<file path="config.mk">
export PLATFORM = sky130hd
export DESIGN_NAME = sram_fifo_ctrl
export DESIGN_NICKNAME = d
export VERILOG_FILES = /design/src/rtl/sram_fifo_ctrl.sv
export SDC_FILE = /design/constraint.sdc
export NUM_CORES = 1
export LEC_CHECK = 0
export CORE_AREA = 2 2 84 86
export CTS_BUF_LIST = sky130_fd_sc_hd__clkbuf_8 sky130_fd_sc_hd__clkbuf_16
export DETAILED_ROUTE_END_ITERATION = 10
export DIE_AREA = 0 0 86 88
export DONT_BUFFER_PORTS = 1
export SKIP_CTS_REPAIR_TIMING = 1
export SYNTH_ARGS = -nofsm -noshare
export SYNTH_HDL_FRONTEND = slang
export SYNTH_SLANG_ARGS = --single-unit
</file>
<file path="constraint.sdc">
create_clock -name clk -period 3.2 [get_ports clk]
set_input_delay 0.16 -clock clk [delete_from_list [all_inputs] [get_ports clk]]
set_output_delay 0.16 -clock clk [all_outputs]
set_load 0.01 [all_outputs]
</file>
<file path="src/rtl/sram_fifo_ctrl.sv">
// rtl/sram_fifo_ctrl.sv - FIFO controller in front of a single-port registered-read RAM.
// Optional macro SRAM_FIFO_BYPASS_EN: pushes into an empty FIFO load the output register directly.
module sram_fifo_ctrl #(
  parameter int ADDR_WIDTH = 8,
  parameter int DATA_WIDTH = 8,
  parameter int DEPTH      = 256
) (
  input  logic                  clk,
  input  logic                  rst_n,
  input  logic                  in_valid,
  output logic                  in_ready,
  input  logic [DATA_WIDTH-1:0] in_data,
  output logic                  out_valid,
  input  logic                  out_ready,
  output logic [DATA_WIDTH-1:0] out_data,
  output logic [ADDR_WIDTH:0]   count,
  output logic                  ram_write,
  output logic [ADDR_WIDTH-1:0] ram_addr,
  output logic [DATA_WIDTH-1:0] ram_data_in,
  input  logic [DATA_WIDTH-1:0] ram_data_out
);

  typedef enum logic {IDLE, RD_WAIT} state_t;

  localparam logic [ADDR_WIDTH:0] DEPTH_C = (ADDR_WIDTH+1)'(DEPTH);

  state_t                state_q, state_d;
  logic [ADDR_WIDTH-1:0] wr_ptr_q, wr_ptr_d;
  logic [ADDR_WIDTH-1:0] rd_ptr_q, rd_ptr_d;
  logic [ADDR_WIDTH:0]   mem_count_q, mem_count_d;
  logic [ADDR_WIDTH:0]   count_q, count_d;
  logic                  out_valid_q, out_valid_d;
  logic [DATA_WIDTH-1:0] out_data_q, out_data_d;

  logic read_issue;
  logic push;
  logic pop;
  logic bypass;

  // The RAM read takes priority over a write; a waiting push simply stalls a cycle.
  assign read_issue = (state_q == IDLE) && !out_valid_q && (mem_count_q != '0);
  assign in_ready   = rst_n && (mem_count_q < DEPTH_C) && !read_issue;
  assign push       = in_valid && in_ready;
  assign pop        = out_valid_q && out_ready;

`ifdef SRAM_FIFO_BYPASS_EN
  assign bypass = push && (mem_count_q == '0) && (state_q == IDLE) && (!out_valid_q || pop);
`else
  assign bypass = 1'b0;
`endif

  assign ram_write   = push && !bypass;
  assign ram_addr    = !rst_n ? '0 : (read_issue ? rd_ptr_q : wr_ptr_q);
  assign ram_data_in = in_data;

  assign out_valid = out_valid_q;
  assign out_data  = out_data_q;
  assign count     = count_q;

  always_comb begin
    state_d     = state_q;
    wr_ptr_d    = wr_ptr_q;
    rd_ptr_d    = rd_ptr_q;
    out_valid_d = out_valid_q;
    out_data_d  = out_data_q;
    mem_count_d = mem_count_q + (ADDR_WIDTH+1)'(ram_write) - (ADDR_WIDTH+1)'(read_issue);

    if (ram_write) begin
      wr_ptr_d = wr_ptr_q + 1'b1;
    end
    if (read_issue) begin
      rd_ptr_d = rd_ptr_q + 1'b1;
    end

    case (state_q)
      IDLE:    if (read_issue) state_d = RD_WAIT;
      RD_WAIT: state_d = IDLE;
      default: state_d = IDLE;
    endcase

    if (pop) begin
      out_valid_d = 1'b0;
    end
    // RD_WAIT implies the output register is empty, so no pop can collide with this load.
    if (state_q == RD_WAIT) begin
      out_valid_d = 1'b1;
      out_data_d  = ram_data_out;
    end
    if (bypass) begin
      out_valid_d = 1'b1;
      out_data_d  = in_data;
    end

    count_d = mem_count_d + (ADDR_WIDTH+1)'(out_valid_d);
  end

  always_ff @(posedge clk or negedge rst_n) begin
    if (!rst_n) begin
      state_q     <= IDLE;
      wr_ptr_q    <= '0;
      rd_ptr_q    <= '0;
      mem_count_q <= '0;
      count_q     <= '0;
      out_valid_q <= 1'b0;
      out_data_q  <= '0;
    end else begin
      state_q     <= state_d;
      wr_ptr_q    <= wr_ptr_d;
      rd_ptr_q    <= rd_ptr_d;
      mem_count_q <= mem_count_d;
      count_q     <= count_d;
      out_valid_q <= out_valid_d;
      out_data_q  <= out_data_d;
    end
  end

endmodule

</file>
# Yosys cells after proc, flatten, opt, wreduce, memory -nomap -nowiden
# Cells that the tools add are included.
# totals
register_bits	44
in_bits	20
out_inout_bits	36
wordCells	29
# op_classes
add_sub_neg	5
magnitude_cmp	1
mux	6
bitwise	1
reduce_logical	9
# op_table
cell	n
$add 9x1->9	2
$add 8x1->8 const B	2
$mux 8	2
$lt 9x9->1 const B	1
$reduce_bool 9->1	1
$sub 9x1->9	1
$logic_and 1x1->1	6
$mux 1	3
$logic_not 1->1	2
$pmux 1 s2	1
$not 1->1	1

# Longest topological paths before layout
# Gate-level depths: netlist (run 1).
# depth
ltp_word	9
mapped_depth	17
mapped_depth_nobuf	16

# Worst setup path after synthesis (run 1)
# Ideal clock, no wire load.
# synth_path
path_kind	register to register
startpoint	reg mem_count_q[2]
endpoint	reg count_q[8], in the netlist count[8]
setup_ns	0.079
arrival_ns	3.407
t_required_ns	3.121
setup_slack_ns	-0.287
stages_incl_launch_ff	18
n_path_buf	1
synth_period_minus_slack_ns	3.487
path_cell_list	dfrtp_1 > inv_1 > ha_1 > nor4b_2 > a311o_2 > inv_1 > buf_2 > ha_1 > inv_1 > ha_1 > inv_1 > fa_1 > and2b_1 > o21ai_1 > xnor2_1 > nand4bb_1 > nor3b_1 > xor2_1
# synth_via
elab_chain_cells	8
elab_cells_between_ends	10
classes_between	add/sub: 3; order compare: 1; reduce/logical: 6
# synth_rtl
element	line	text
start: declaration	30	logic [ADDR_WIDTH:0] mem_count_q, mem_count_d;
start signal: assignment	110	mem_count_q <= mem_count_d;
$reduce_bool 9->1 (*)	41	assign read_issue = (state_q == IDLE) && !out_valid_q && (mem_count_q != '0);
$logic_and 1x1->1 (*)	41	
via read_issue	35	logic read_issue;
$logic_not 1->1	42	assign in_ready = rst_n && (mem_count_q < DEPTH_C) && !read_issue;
$logic_and 1x1->1	42	
$logic_and 1x1->1	43	assign push = in_valid && in_ready;
$add 9x1->9	66	mem_count_d = mem_count_q + (ADDR_WIDTH+1)'(ram_write) - (ADDR_WIDTH+1)'(read_issue);
$sub 9x1->9 (*)	66	
via mem_count_d[4]	30	
$add 9x1->9 (*)	94	count_d = mem_count_d + (ADDR_WIDTH+1)'(out_valid_d);
via count_d[8]	31	logic [ADDR_WIDTH:0] count_q, count_d;
end signal: assignment	111	count_q <= count_d;
end: declaration	31	
# Mark *: on every way through the listed nets, which the timed path passes. The rest lies on a longest branch.
# A chain may end at the register's enable or synchronous reset.

# Worst setup path in the final report (run 1)
# layout_path
startpoint	reg mem_count_q[2]
endpoint	reg count_q[8], in the netlist count[8]
# layout_via
elab_chain_cells	8
elab_cells_between_ends	10
classes_between	add/sub: 3; order compare: 1; reduce/logical: 6
# layout_rtl
element	line
parallel branches: the longest is 6 deep, another holds $lt 9x9->1	n/a
$sub 9x1->9 (*)	66
via mem_count_d[4]	30
$add 9x1->9 (*)	94
via count_d[8]	31
# Mark *: on every way through the listed nets, which the timed path passes.

==> results.md, run 1 <==
- Outcome: finished clean
- Count of cell types in the netlist: 37
- DRT iter0 DRCs: 49
- Vert. Die Dim: 88 um
- Peak supply drop: 0.0004199 V
- Initial cell density of the core: 34.75%
- Cell Count, Final, Fillers Out: 307
- Row count: 30
- Final hold vios: 0
- Met2 wire length: 2.376 mm
- Post-synthesis cell count: 208
- Most frequent cells in the layout: 44 x dfrtp_1, 28 x nand2_1, 21 x xnor2_1
- Placed Cells: 286
- N_diodes: 0
- Sequential area share after synthesis: 47.70%
- Vias in the first global route: 1,419
- Largest net degree at the start of global routing: 55
- Uppermost layer routed: met4
- GRT Util Overall: 11.53%
- Max Clk Rate: 318.7 MHz
- Pre-CTS WS: 0.01692 ns
- Syn_area_per_cell: 11.10 sq um
- Clock insertion delay at the later pin of the skew report: 0.30 ns
- Per-cell routed wire length: 14.52 um
- Core Util, Final: 41.30%
- Startpoint types: flip-flop
- Setup Viol. Count Final: 0
- H-Tree Depth: 2
- Critical path type: flip-flop to flip-flop
- Layout area overhead: 18.86%
- Hold_ws: 0.1053 ns
- Worst-margin pin slew: 0.4634 ns
- CTS tree: built
- Worst Hold Class: primary input to flip-flop
- Clk buf depth: 2
- Port bufs: 0
- Final slew viol count: 0
- Worst-path clk slew: 0.09 ns
- Detailed placement HPWL: 3.119 mm
- Relative slew margins: 68.83%
- #FFs+latches synth: 44
- CP Max Fanout: 3
- Met3 WL: 185 um
- WL final: 4.459 mm
- DRC viols: 0
- Pleak: 1.208 nW
- Slowest cell on crit path: a311o_2
- Pwr dens: 1315 nW/um^2
- Maxcap violations: 0
- Most common cell after layout, fill and taps aside: dfrtp_1
- CP required: 3.43 ns
- Antenna-violating nets left: 0
- Min Tclk post-route: 3.137 ns
- Unrepaired setup endpoints after global routing: true
- Vias post-DR: 1,462
- Endpoint type of the worst setup path: flip-flop
- Setup TNS: 0 ns
- Crit share post-route: 98.04%
- Warnings from Yosys: 0
- Initial antenna violation count: 0
- Final Worst Setup Slack: 0.06273 ns
- Critical path arrival: 3.36 ns
- Congestion Overflow GR: 0
- Critical-path cell list: inv_1 -> ha_4 -> nor4b_4 -> a311o_2 -> inv_2 -> ha_4 -> inv_2 -> ha_4 -> inv_2 -> fa_2 -> and2b_2 -> o21ai_4 -> xnor2_4 -> nand4bb_4 -> nor3b_2 -> xor2_1
- Total Die Area: 7568 sq um
- Slowest Stage Delay on Critical Path: 0.42 ns
- Die Wd: 86 um
- Root buf cell: clkbuf_8
- GP Congestion: 0.8275
- DR pass1 iterations: 4
- Post-Syn Nets: 245
- Core area: 6644 sq um
- Share of layout cells above drive strength 1: 24.67%
- CTS buffer count: 5
- Vias/cell: 4.762
- M1 WL: 1.838 mm
- Clock Sinks: 44
- I/O Pins: 56
- Final Skew: 0.008155 ns
- Layout Nets: 263
- Post-Syn Area: 2308 sq um
- Global-route wire length before repair: 6.699 mm
[power by group]
group	internal, mW	switching (mW)
clock	0.155	0.202
combinational	1.07	1.07
sequential	0.844	0.262
[stage by stage]
stage | instance area, sq um | total power [mW]
2_1_floorplan | 2347 | 2.426
3_3_place_gp | 2431 | 2.943
3_5_place_dp | 2431 | 2.954
4_1_cts | 2524 | 3.339
5_1_grt | 2744 | 3.909
6_report | 2744 | 3.607
[final cells by class]
cell class | instances | area (sq um)
Clock inverter | 3 | 23.77
Multi-Input combinational cell | 132 | 1160
Timing Repair Buffer | 23 | 215.2
Sequential cell | 44 | 1101
Tap cell | 80 | 100.1
Fill cell | 624 | 3900
Inverter | 20 | 75.07
Clock buffer | 5 | 68.82
[cell usage after synthesis]
cell type,number,area share [%]
dfrtp_1,44,48
nand2_1,28,4.6
xnor2_1,23,8.7
inv_1,20,3.3
ha_1,16,8.7
a21boi_0,9,2.9
mux2_2,9,4.4
buf_4,8,2.6
nand4_1,6,1.6
xor2_1,6,2.3
and3_1,4,1.1
nor2_1,4,0.65
a21oi_1,2,0.43
buf_2,2,0.43
nand2b_1,2,0.54
nand3b_1,2,0.65
nor3b_1,2,0.65
or2_2,2,0.54
a211oi_1,1,0.33
a21o_1,1,0.33
a311o_2,1,0.49
a311oi_2,1,0.65
and2b_1,1,0.33
and3_4,1,0.49
and4b_1,1,0.43
buf_6,1,0.49
clkbuf_1,1,0.16
fa_1,1,0.87
nand4b_1,1,0.38
nand4bb_1,1,0.49
nor2b_1,1,0.27
nor4b_2,1,0.65
o211ai_1,1,0.33
o211ai_2,1,0.54
o21ai_1,1,0.22
o221a_2,1,0.49
o41ai_1,1,0.38
[routing by layer]
metal / up-vias / GRT usage, %
li1: 719 / -
met1: 714 / 13.50
met2: 23 / 19.73
met3: 6 / 3.770
met4: 0 / 4.329
met5: - / 0
[critical path: cells and delay by family (launching register included)]
kind                     cells  cell delay [ns]
adder cells (fa/ha/maj)      4             0.84
AND/OR/NAND/NOR              4             0.77
flip-flops                   1             0.35
XOR/XNOR                     2             0.36
AO/OA/AOI/OAI                2             0.51
buffers and inverters        4             0.26
[registers in the layout (all words and copies together), names as in the netlist]
register,count
out_valid,1
rd_ptr_q,8
wr_ptr_q,8
out_data,8
mem_count_q,9
state_q,1
count,9
[worst paths after layout]
| kind | from | end | slack, ns | cells past startpoint |
|---|---|---|---|---|
| min | out_ready | out_valid | 0.11 | 2 |
| max | mem_count_q[2] | count[8] | 0.06 | 16 |
| min reg2reg | rd_ptr_q[7] | rd_ptr_q[7] | 0.47 | 1 |
| max reg2reg | mem_count_q[2] | count[8] | 0.06 | 16 |
| max in group asynchronous | rst_n | mem_count_q[4] | 2.62 | 2 |
| min in group asynchronous | rst_n | wr_ptr_q[7] | 0.37 | 2 |
[kinds of logic after synthesis]
| kind of cell | after synthesis | share of synthesized area (%) |
|---|---|---|
| AOI/OAI and AO/OA | 20 | 7.100 |
| xor gates and xnor gates | 29 | 11.00 |
| adders and majority gates | 17 | 9.539 |
| buffers and inverters | 32 | 6.938 |
| DFF | 44 | 47.70 |
| muxes | 9 | 4.390 |
| and+or+nand+nor | 57 | 13.33 |
Note: power is estimated with default switching activity, not from simulation.
==> inputs of run 2 (changes only) <==
--- a/config.mk
+++ b/config.mk
@@ -5,10 +5,10 @@
 export SDC_FILE = /design/constraint.sdc
 export NUM_CORES = 1
 export LEC_CHECK = 0
-export CORE_AREA = 2 2 84 86
+export CORE_AREA = 2 2 91 93
 export CTS_BUF_LIST = sky130_fd_sc_hd__clkbuf_8 sky130_fd_sc_hd__clkbuf_16
 export DETAILED_ROUTE_END_ITERATION = 10
-export DIE_AREA = 0 0 86 88
+export DIE_AREA = 0 0 93 95
 export DONT_BUFFER_PORTS = 1
 export SKIP_CTS_REPAIR_TIMING = 1
 export SYNTH_ARGS = -nofsm -noshare
==> results.md, run 2 (synthesized netlist as in run 1, its figures left out) <==
- I/O Pins: 56 (unchanged)
- Worst Hold Class: primary input to flip-flop
- Clock insertion delay at the later pin of the skew report: 0.30 ns (about the same)
- Pwr dens: 1323 nW/um^2 (+0.67%)
- Final Worst Setup Slack: 0.02589 ns (-0.03685 ns)
- Worst r2r src: mem_count_q[3]
- Most common cell after layout, fill and taps aside: dfrtp_1
- Root buf cell: clkbuf_8
- Clock Sinks: 44 (unchanged)
- Critical path type: flip-flop to flip-flop
- CP required: 3.39 ns (-0.04 ns)
- Outcome: finished clean
- Slowest Stage Delay on Critical Path: 0.39 ns (-0.03 ns)
- Congestion Overflow GR: 0 (unchanged)
- H-Tree Depth: 2 (unchanged)
- Vias post-DR: 1,465 (+0.21%)
- GRT Util Overall: 10.49% (-1.0 points)
- Crit path depth: 16 (unchanged)
- CTS buffer count: 5 (unchanged)
- WP buf/inv: 4 (unchanged)
- Peak supply drop: 0.0003723 V (-11%)
- CTS tree: built
- Vias/cell: 4.522 (-5.1%)
- Most frequent cells in the layout: 44 x dfrtp_1, 28 x nand2_1, 20 x xnor2_1
- GP Congestion: 0.7812 (-5.6%)
- Startpoint types: flip-flop
- DR pass1 iterations: 4 (unchanged)
- Clk buf depth: 2 (unchanged)
- Maxcap violations: 0 (unchanged)
- Pleak: 1.182 nW (-2.2%)
- Slowest cell on crit path: a311o_2
- Critical path arrival: 3.36 ns (about the same)
- Setup Viol. Count Final: 0 (unchanged)
- Die Wd: 93 um (+8.1%)
- Pre-CTS WS: -0.01365 ns (-0.03057 ns)
- Critical-path cell list: inv_2 -> ha_4 -> nor4b_4 -> a311o_2 -> inv_2 -> ha_4 -> inv_2 -> ha_4 -> inv_2 -> fa_2 -> and2b_2 -> o21ai_2 -> xnor2_2 -> nand3b_1 -> nand3b_1 -> xnor2_1
- Vias in the first global route: 1,420 (+0.070%)
- Design Power: 3.562 mW (-1.3%)
- Detailed placement HPWL: 3.190 mm (+2.3%)
- Unrepaired setup endpoints after global routing: true
- Worst R2R Path Depth: 16 (unchanged)
- Layout Nets: 254 (-3.4%)
- Max Clk Rate: 315.0 MHz (-1.2%)
- Share of layout cells above drive strength 1: 24.77% (+0.10 points)
- Final slew viol count: 0 (unchanged)
- R2R Setup Slk: 0.03 ns (-0.04 ns)
- Critical path's most frequent cell: inv_2
- CP Max Fanout: 4 (+1)
- Hold_ws: 0.007625 ns (-0.09763 ns)
- DRT iter0 DRCs: 65 (+33%)
- Per-cell routed wire length: 14.16 um (-2.5%)
- Initial antenna violation count: 1 (+1)
- Worst setup endpoint: count[7]
- Port bufs: 0 (unchanged)
- Final Skew: 0.01512 ns (+0.006969 ns)
- Worst-margin pin slew: 0.5070 ns (+0.04359 ns)
- Antenna-violating nets left: 0 (unchanged)
- Row count: 33 (+10%)
- Min Tclk post-route: 3.174 ns (+0.03685 ns)
- Final instance area: 2691 sq um (-1.9%)
- Critical path origin: mem_count_q[3]
- Initial cell density of the core: 29.12% (-5.6 points)
- Endpoint type of the worst setup path: flip-flop
- RR Endpoint: count[7]
- Relative slew margins: 65.89% (-2.9 points)
- Final hold vios: 0 (unchanged)
- Hold path depth: 1 (-1)
- Layout area overhead: 16.59%
- Core area: 7928 sq um (+19%)
- Worst-path clk slew: 0.09 ns (about the same)
- Total Die Area: 8835 sq um (+17%)
- Crit share post-route: 99.19% (+1.2 points)
- Post-DP Area: 2440 sq um (+0.36%)
- Vert. Die Dim: 95 um (+8.0%)
- Core Util, Final: 33.95% (-7.4 points)
- Global-route wire length before repair: 7.079 mm (+5.7%)
- DRC viols: 0 (unchanged)
- Worst path top cell family by delay: adder cells
- Largest net degree at the start of global routing: 55 (unchanged)
- WL final: 4.587 mm (+2.9%)
[run 2: through the flow]
stage / TNS (ns) / instances
global route: -0.3776 / 324
global placement: 0 / 308
CTS: -0.02280 / 316
finish: 0 / 324
floorplan: 0 / 208
detailed placement: -0.01365 / 308
[run 2: cell type report]
| cell class | instances | area (sq um) |
|---|---|---|
| diodes | 1 | 2.502 |
| well taps | 105 | 131.4 |
| clock inverters | 2 | 15.01 |
| clock buffers | 6 | 82.58 |
| inverters | 20 | 75.07 |
| repair buffers | 14 | 133.9 |
| multi-input cells | 132 | 1150 |
| fillers | 798 | 5236 |
| flip-flops and latches | 44 | 1101 |
[run 2: per-layer routing]
layer,track usage [%],routed length [um]
met2,17.57,2261
met1,12.79,2015
met5,0,0
met3,3.512,220
met4,3.309,90
[run 2: power by group]
| group | leakage (nW) | internal (mW) | switching, mW | total [mW] |
|---|---|---|---|---|
| registers | 0.535 | 0.844 | 0.261 | 1.10 |
| clock network | 0.0434 | 0.175 | 0.200 | 0.375 |
| logic | 0.604 | 1.03 | 1.05 | 2.08 |
[run 2: worst register-to-register path, cell delays in order (launching register included)]
cell	delay (ns)
dfrtp_1	0.38
inv_2	0.06
ha_4	0.15
nor4b_4	0.12
a311o_2	0.39
inv_2	0.09
ha_4	0.20
inv_2	0.06
ha_4	0.13
inv_2	0.03
fa_2	0.36
and2b_2	0.25
o21ai_2	0.08
xnor2_2	0.27
nand3b_1	0.15
nand3b_1	0.20
xnor2_1	0.15
[run 2: worst min path at each step]
stage	slack, ns	end	from
2_1_floorplan	-0.14	count[0]	rst_n
3_3_place_gp	-0.13	wr_ptr_q[1]	rst_n
3_5_place_dp	-0.13	wr_ptr_q[1]	rst_n
4_1_cts	-0.47	wr_ptr_q[1]	rst_n
5_1_grt	0.0004	out_data[7]	ram_data_out[7]
6_report	0.008	out_data[0]	ram_data_out[0]
